--- config.mk ---
export PLATFORM = sky130hd
export DESIGN_NAME = mainfsm
export DESIGN_NICKNAME = d
export VERILOG_FILES = /design/src/rtl/ctrl_pkg.sv /design/src/rtl/aludec.sv /design/src/rtl/mainfsm.sv
export SDC_FILE = /design/constraint.sdc
export NUM_CORES = 1
export LEC_CHECK = 0
export ABC_AREA = 1
export BUFFER_PORTS_ARGS = -buffer_cell sky130_fd_sc_hd__buf_2
export CORE_AREA = 5 5 42 44
export DETAILED_ROUTE_END_ITERATION = 12
export DIE_AREA = 0 0 47 49
export PLACE_DENSITY = 0.78
export SLEW_MARGIN = 20
export SYNTH_ARGS = -nofsm -noshare
export SYNTH_HDL_FRONTEND = slang
export SYNTH_HIERARCHICAL = 1
export SYNTH_SLANG_ARGS = --single-unit
--- constraint.sdc ---
create_clock -name iClk -period 1.78 [get_ports iClk]
set_clock_uncertainty 0.15 [all_clocks]
set_input_delay 0.267 -clock iClk [delete_from_list [all_inputs] [get_ports iClk]]
set_output_delay 0.267 -clock iClk [all_outputs]
set_load 0.005 [all_outputs]
--- src/rtl/ctrl_pkg.sv ---
// ctrl_pkg: shared types and constants for the multicycle ARM control unit.
// Holds the main FSM state encoding, the ALU control codes, the instruction
// op-field codes, the data-processing command codes and the datapath mux-select
// values used by mainfsm and aludec.
package ctrl_pkg;

    typedef enum logic [3:0] {
        FETCH,
        DECODE,
        MEMADR,
        MEMREAD,
        MEMWB,
        MEMWRITE,
        EXECUTER,
        EXECUTEI,
        ALUWB,
        BRANCH
    } statetype;

    // ALU control codes
    localparam logic [1:0] ALU_ADD = 2'b00;
    localparam logic [1:0] ALU_SUB = 2'b01;
    localparam logic [1:0] ALU_AND = 2'b10;
    localparam logic [1:0] ALU_ORR = 2'b11;

    // Instruction op field, bits [27:26]
    localparam logic [1:0] OP_DP  = 2'b00;
    localparam logic [1:0] OP_MEM = 2'b01;
    localparam logic [1:0] OP_BR  = 2'b10;

    // Data-processing command, bits [24:21]
    localparam logic [3:0] CMD_ADD = 4'b0100;
    localparam logic [3:0] CMD_SUB = 4'b0010;
    localparam logic [3:0] CMD_AND = 4'b0000;
    localparam logic [3:0] CMD_ORR = 4'b1100;

    // Memory address select
    localparam logic       ADR_PC  = 1'b0;
    localparam logic       ADR_ALU = 1'b1;

    // ALU A select
    localparam logic [1:0] SRCA_RN     = 2'b00;
    localparam logic [1:0] SRCA_PC     = 2'b01;
    localparam logic [1:0] SRCA_ALUOUT = 2'b10;

    // ALU B select
    localparam logic [1:0] SRCB_RM     = 2'b00;
    localparam logic [1:0] SRCB_EXTIMM = 2'b01;
    localparam logic [1:0] SRCB_FOUR   = 2'b10;

    // Result select
    localparam logic [1:0] RES_ALUOUT = 2'b00;
    localparam logic [1:0] RES_DATA   = 2'b01;
    localparam logic [1:0] RES_ALU    = 2'b10;

endpackage

--- src/rtl/aludec.sv ---
// aludec: combinational ALU decoder.
// Ports:
//   iALUOp       in  1  1 = data-processing execute, 0 = plain address/PC add
//   iFunct       in  5  instruction bits [24:20]: [4:1] command, [0] S flag
//   oALUControl  out 2  ALU operation (ADD/SUB/AND/ORR)
//   oFlagW       out 2  raw flag-write enables: [1] = N,Z; [0] = C,V
module aludec
    import ctrl_pkg::*;
(
    input  logic       iALUOp,
    input  logic [4:0] iFunct,
    output logic [1:0] oALUControl,
    output logic [1:0] oFlagW
);

    always_comb begin
        oALUControl = ALU_ADD;
        oFlagW      = 2'b00;
        if (iALUOp) begin
            // Logical ops leave C,V untouched; unknown commands fall back to
            // ADD and never write flags.
            case (iFunct[4:1])
                CMD_ADD: begin
                    oALUControl = ALU_ADD;
                    oFlagW      = {iFunct[0], iFunct[0]};
                end
                CMD_SUB: begin
                    oALUControl = ALU_SUB;
                    oFlagW      = {iFunct[0], iFunct[0]};
                end
                CMD_AND: begin
                    oALUControl = ALU_AND;
                    oFlagW      = {iFunct[0], 1'b0};
                end
                CMD_ORR: begin
                    oALUControl = ALU_ORR;
                    oFlagW      = {iFunct[0], 1'b0};
                end
                default: begin
                    oALUControl = ALU_ADD;
                    oFlagW      = 2'b00;
                end
            endcase
        end
    end

endmodule

--- src/rtl/mainfsm.sv ---
// mainfsm: Moore control FSM for the multicycle ARM datapath.
// Sequences fetch, decode, execute, memory and writeback, and produces the
// raw (unconditioned) strobes consumed by the conditional-logic stage.
// Ports:
//   iClk, iReset (async, active-low)
//   iOp[1:0], iFunct[5:0], iRd[3:0]  instruction fields from the IR
//   oIRWrite, oNextPC, oAdrSrc, oALUSrcA, oALUSrcB, oResultSrc  datapath controls
//   oALUControl, oFlagW                                         from aludec
//   oRegW, oMemW, oPCS                                          raw write/PC strobes
module mainfsm
    import ctrl_pkg::*;
(
    input  logic       iClk,
    input  logic       iReset,
    input  logic [1:0] iOp,
    input  logic [5:0] iFunct,
    input  logic [3:0] iRd,
    output logic       oIRWrite,
    output logic       oNextPC,
    output logic       oAdrSrc,
    output logic [1:0] oALUSrcA,
    output logic [1:0] oALUSrcB,
    output logic [1:0] oResultSrc,
    output logic [1:0] oALUControl,
    output logic [1:0] oFlagW,
    output logic       oRegW,
    output logic       oMemW,
    output logic       oPCS
);

    statetype   state, state_next;
    logic       ir_write, next_pc, reg_w, mem_w, branch, alu_op;
    logic [1:0] flag_w;

    always_ff @(posedge iClk or negedge iReset) begin
        if (!iReset) state <= FETCH;
        else         state <= state_next;
    end

    always_comb begin
        state_next = FETCH;
        ir_write   = 1'b0;
        next_pc    = 1'b0;
        oAdrSrc    = ADR_PC;
        oALUSrcA   = SRCA_RN;
        oALUSrcB   = SRCB_RM;
        oResultSrc = RES_ALUOUT;
        reg_w      = 1'b0;
        mem_w      = 1'b0;
        branch     = 1'b0;
        alu_op     = 1'b0;
        case (state)
            FETCH: begin
                state_next = DECODE;
                ir_write   = 1'b1;
                next_pc    = 1'b1;
                oALUSrcA   = SRCA_PC;
                oALUSrcB   = SRCB_FOUR;
                oResultSrc = RES_ALU;
            end
            DECODE: begin
                // Computes PC+8 for a later R15 read; op 11 returns to FETCH.
                oALUSrcA   = SRCA_PC;
                oALUSrcB   = SRCB_FOUR;
                oResultSrc = RES_ALU;
                case (iOp)
                    OP_MEM:  state_next = MEMADR;
                    OP_DP:   state_next = iFunct[5] ? EXECUTEI : EXECUTER;
                    OP_BR:   state_next = BRANCH;
                    default: state_next = FETCH;
                endcase
            end
            MEMADR: begin
                state_next = iFunct[0] ? MEMREAD : MEMWRITE;
                oALUSrcB   = SRCB_EXTIMM;
            end
            MEMREAD: begin
                state_next = MEMWB;
                oAdrSrc    = ADR_ALU;
            end
            MEMWB: begin
                oResultSrc = RES_DATA;
                reg_w      = 1'b1;
            end
            MEMWRITE: begin
                oAdrSrc = ADR_ALU;
                mem_w   = 1'b1;
            end
            EXECUTER: begin
                state_next = ALUWB;
                alu_op     = 1'b1;
            end
            EXECUTEI: begin
                state_next = ALUWB;
                oALUSrcB   = SRCB_EXTIMM;
                alu_op     = 1'b1;
            end
            ALUWB: begin
                reg_w = 1'b1;
            end
            BRANCH: begin
                oALUSrcA   = SRCA_ALUOUT;
                oALUSrcB   = SRCB_EXTIMM;
                oResultSrc = RES_ALU;
                branch     = 1'b1;
            end
            default: state_next = FETCH;
        endcase
    end

    aludec u_aludec (
        .iALUOp      (alu_op),
        .iFunct      (iFunct[4:0]),
        .oALUControl (oALUControl),
        .oFlagW      (flag_w)
    );

    // While reset is held the state already reads FETCH, but its strobes must
    // stay quiet, so every strobe is masked directly by iReset.
    assign oIRWrite = ir_write & iReset;
    assign oNextPC  = next_pc & iReset;
    assign oRegW    = reg_w & iReset;
    assign oMemW    = mem_w & iReset;
    assign oFlagW   = flag_w & {2{iReset}};
    assign oPCS     = (branch | (reg_w & (iRd == 4'd15))) & iReset;

endmodule

==> metrics <==
total CTS buffers 3; H-tree depth 1; Combinational Power Share 0.709; minimum clock period after layout 1.73 ns; DIE AREA 2300 µm²; Synth Register Bits 4; DRC viols 0; synth top area cells dfrtp_1, nand2_1, inv_1, nand3_1, nor2_4; Mapped Cells 85; Largest regs state x4; most common cell after layout, fill and taps aside buf_2; area of the mapped netlist 512 µm²; unrepaired setup endpoints after global routing yes; vias in the first global route 595; switching power total 0.000488 W; r2r setup slk 0.49 ns; die width 47 µm; Arr. time, crit path 1.32 ns; Avg Inst Size Synth 6.02 µm²; Syn-to-layout area delta 55.3%; total global-route track usage 0.140; total I/O pin count 30; ratio of cells with drive above 1 in the final layout 0.563; clk sinks 4; DR iter-0 viols 5; Worst-Skew Late Latency 0.24 ns; num rows 14; Routed Wire Length 1.48 mm; Setup Total Neg Slack 0 ns; path type of the worst min-delay path input port to flip-flop; CP endpoint kind primary output; grt ovf 0; first-pass GRT wire length 2.37 mm; core area 1400 µm²; CTS root buf clkbuf_4; Worst Setup Path Type flip-flop to primary output; max reg flops 4; outcome finished clean; dpl cells 130; post-detail-place hpwl 1.01 mm; Clk pwr share 0.115; Crit path required time 1.36 ns; GR Util met3 0.0480; final hold vios 0; met2 Use GR 0.235; DRT Pass-1 Iters 3; peak supply drop 0.000838 V; CTS tree yes; Starting Density 0.365; diode count 0; Yosys top cell area share 0.196; leading cell types in the layout, fill and taps excluded buf_2, nand2_1, inv_1; switch share 0.471; GRT busiest layer met2; most area-hungry cell type in the Yosys netlist dfrtp_1; Vias 654; antenna violations before repair 0; Worst-path clk slew 0.04 ns; Worst Max-Slew Pin Slew 0.233 ns; Port-buffer cells 29; fin cells 142; vias per std cell 4.61; final slew viol count 0; DIE HEIGHT 49 µm; post-synthesis sequential area ratio 0.196; Synth cell types 20; maxcap violations 0; Crit Path Max Fanout 2; Largest Register state; GPL Wtd Cong 0.876; final setup fails 0; Layout Nets 142; GR Layer Usage met1 0.148; Leak 0.488 nW; PwrDens 1300 nW/µm²; Int Power 0.000548 W; Routed wire per std cell 10.4 µm; Worst slew margin 0.844; final period utilization 0.974; syn nets 99; pin count of the biggest net entering global routing 7; synth warn 6; part of the power in registers 0.176; FMAX 577 MHz; clk buf depth 2; ANT nets after route 0; CP startpoint kind flip-flop
[cell usage after synthesis]
cell      count
nor2_2        4
nand4_1       2
o21ai_2       2
nand2_1      23
nand3_1       9
clkinv_4      1
inv_2         4
o21ai_1       1
nand2_2       4
nor2_4        3
and2_1        1
nor2_1        7
buf_4         1
dfrtp_1       4
a21oi_1       1
inv_1        14
nand2_4       1
o21ai_0       1
nor3b_2       1
buf_6         1
[path summary, 6_finish.rpt]
path,startpoint,depth (start not counted),end
min in group asynchronous,iReset,2,state[2]
min,iOp[1],2,state[1]
max,state[3],10,oFlagW[1]
max reg2reg,state[3],5,state[3]
max in group asynchronous,iReset,2,state[1]
min reg2reg,state[0],2,state[2]
[layer usage]
metal  vias up  wire length, µm
met5         -                0
met4         0               40
met3         7              100
met2        19              781
met1       293              558
li1        335                -
[metrics by stage]
step | power [W] | utilization | hold WS (ns) | instance area (µm²) | setup slack (ns)
finish | 0.00104 | 0.567 | 0.0840 | 795 | 0.0456
global route | 0.00115 | 0.567 | 0.0782 | 795 | -0.0936
CTS | 0.000975 | 0.532 | 0.0819 | 746 | 0.0116
detailed placement | 0.000783 | 0.480 | -0.0392 | 673 | 0.108
global placement | 0.000775 | 0.480 | -0.0385 | 673 | 0.158
floorplan | 0.000608 | - | -0.179 | 512 | 0.298
[cell families (layout without fill, tap and decap cells)]
group / after synthesis / in the layout / synth area share
compound gates: 5 / 5 / 0.0635
flops: 4 / 4 / 0.196
buf+inv: 21 / 62 / 0.186
simple gates: 55 / 55 / 0.555
[power by group through the flow]
stage / Combinational (W) / Clock [W] / Sequential (W)
global route: 0.000822 / 0.000137 / 0.000188
finish: 0.000734 / 0.000120 / 0.000182
CTS: 0.000675 / 0.000121 / 0.000179
floorplan: 0.000441 / 0 / 0.000167
global placement: 0.000596 / 0 / 0.000179
detailed placement: 0.000605 / 0 / 0.000178
[timing repair]
| action | CTS | global route |
|---|---|---|
| hold buffers | 1 | 0 |
| resized for setup | 4 | 7 |
| buffers inserted | 4 | 4 |
| endpoints found under the hold margin | 4 | 0 |
| endpoints found under the setup margin | 2 | 11 |
| pin swaps | 2 | 4 |
[area by class of cell]
| class | count | area [µm²] |
|---|---|---|
| inverters | 19 | 76.3 |
| flip-flops and latches | 4 | 101 |
| well taps | 16 | 20.0 |
| multi-input cells | 60 | 340 |
| clock buffers | 3 | 22.5 |
| repair buffers | 40 | 234 |
| fillers | 145 | 607 |
[critical path: stages (launching register included)]
cell and delay, ns:
dfrtp_1 0.40, nor2_4 0.13, nand2_2 0.07, inv_2 0.07
nand2_2 0.04, inv_2 0.06, nand2_2 0.06, nand2_1 0.06
nand2_1 0.05, inv_1 0.04, buf_2 0.10
(Power assumes the default switching activity.)
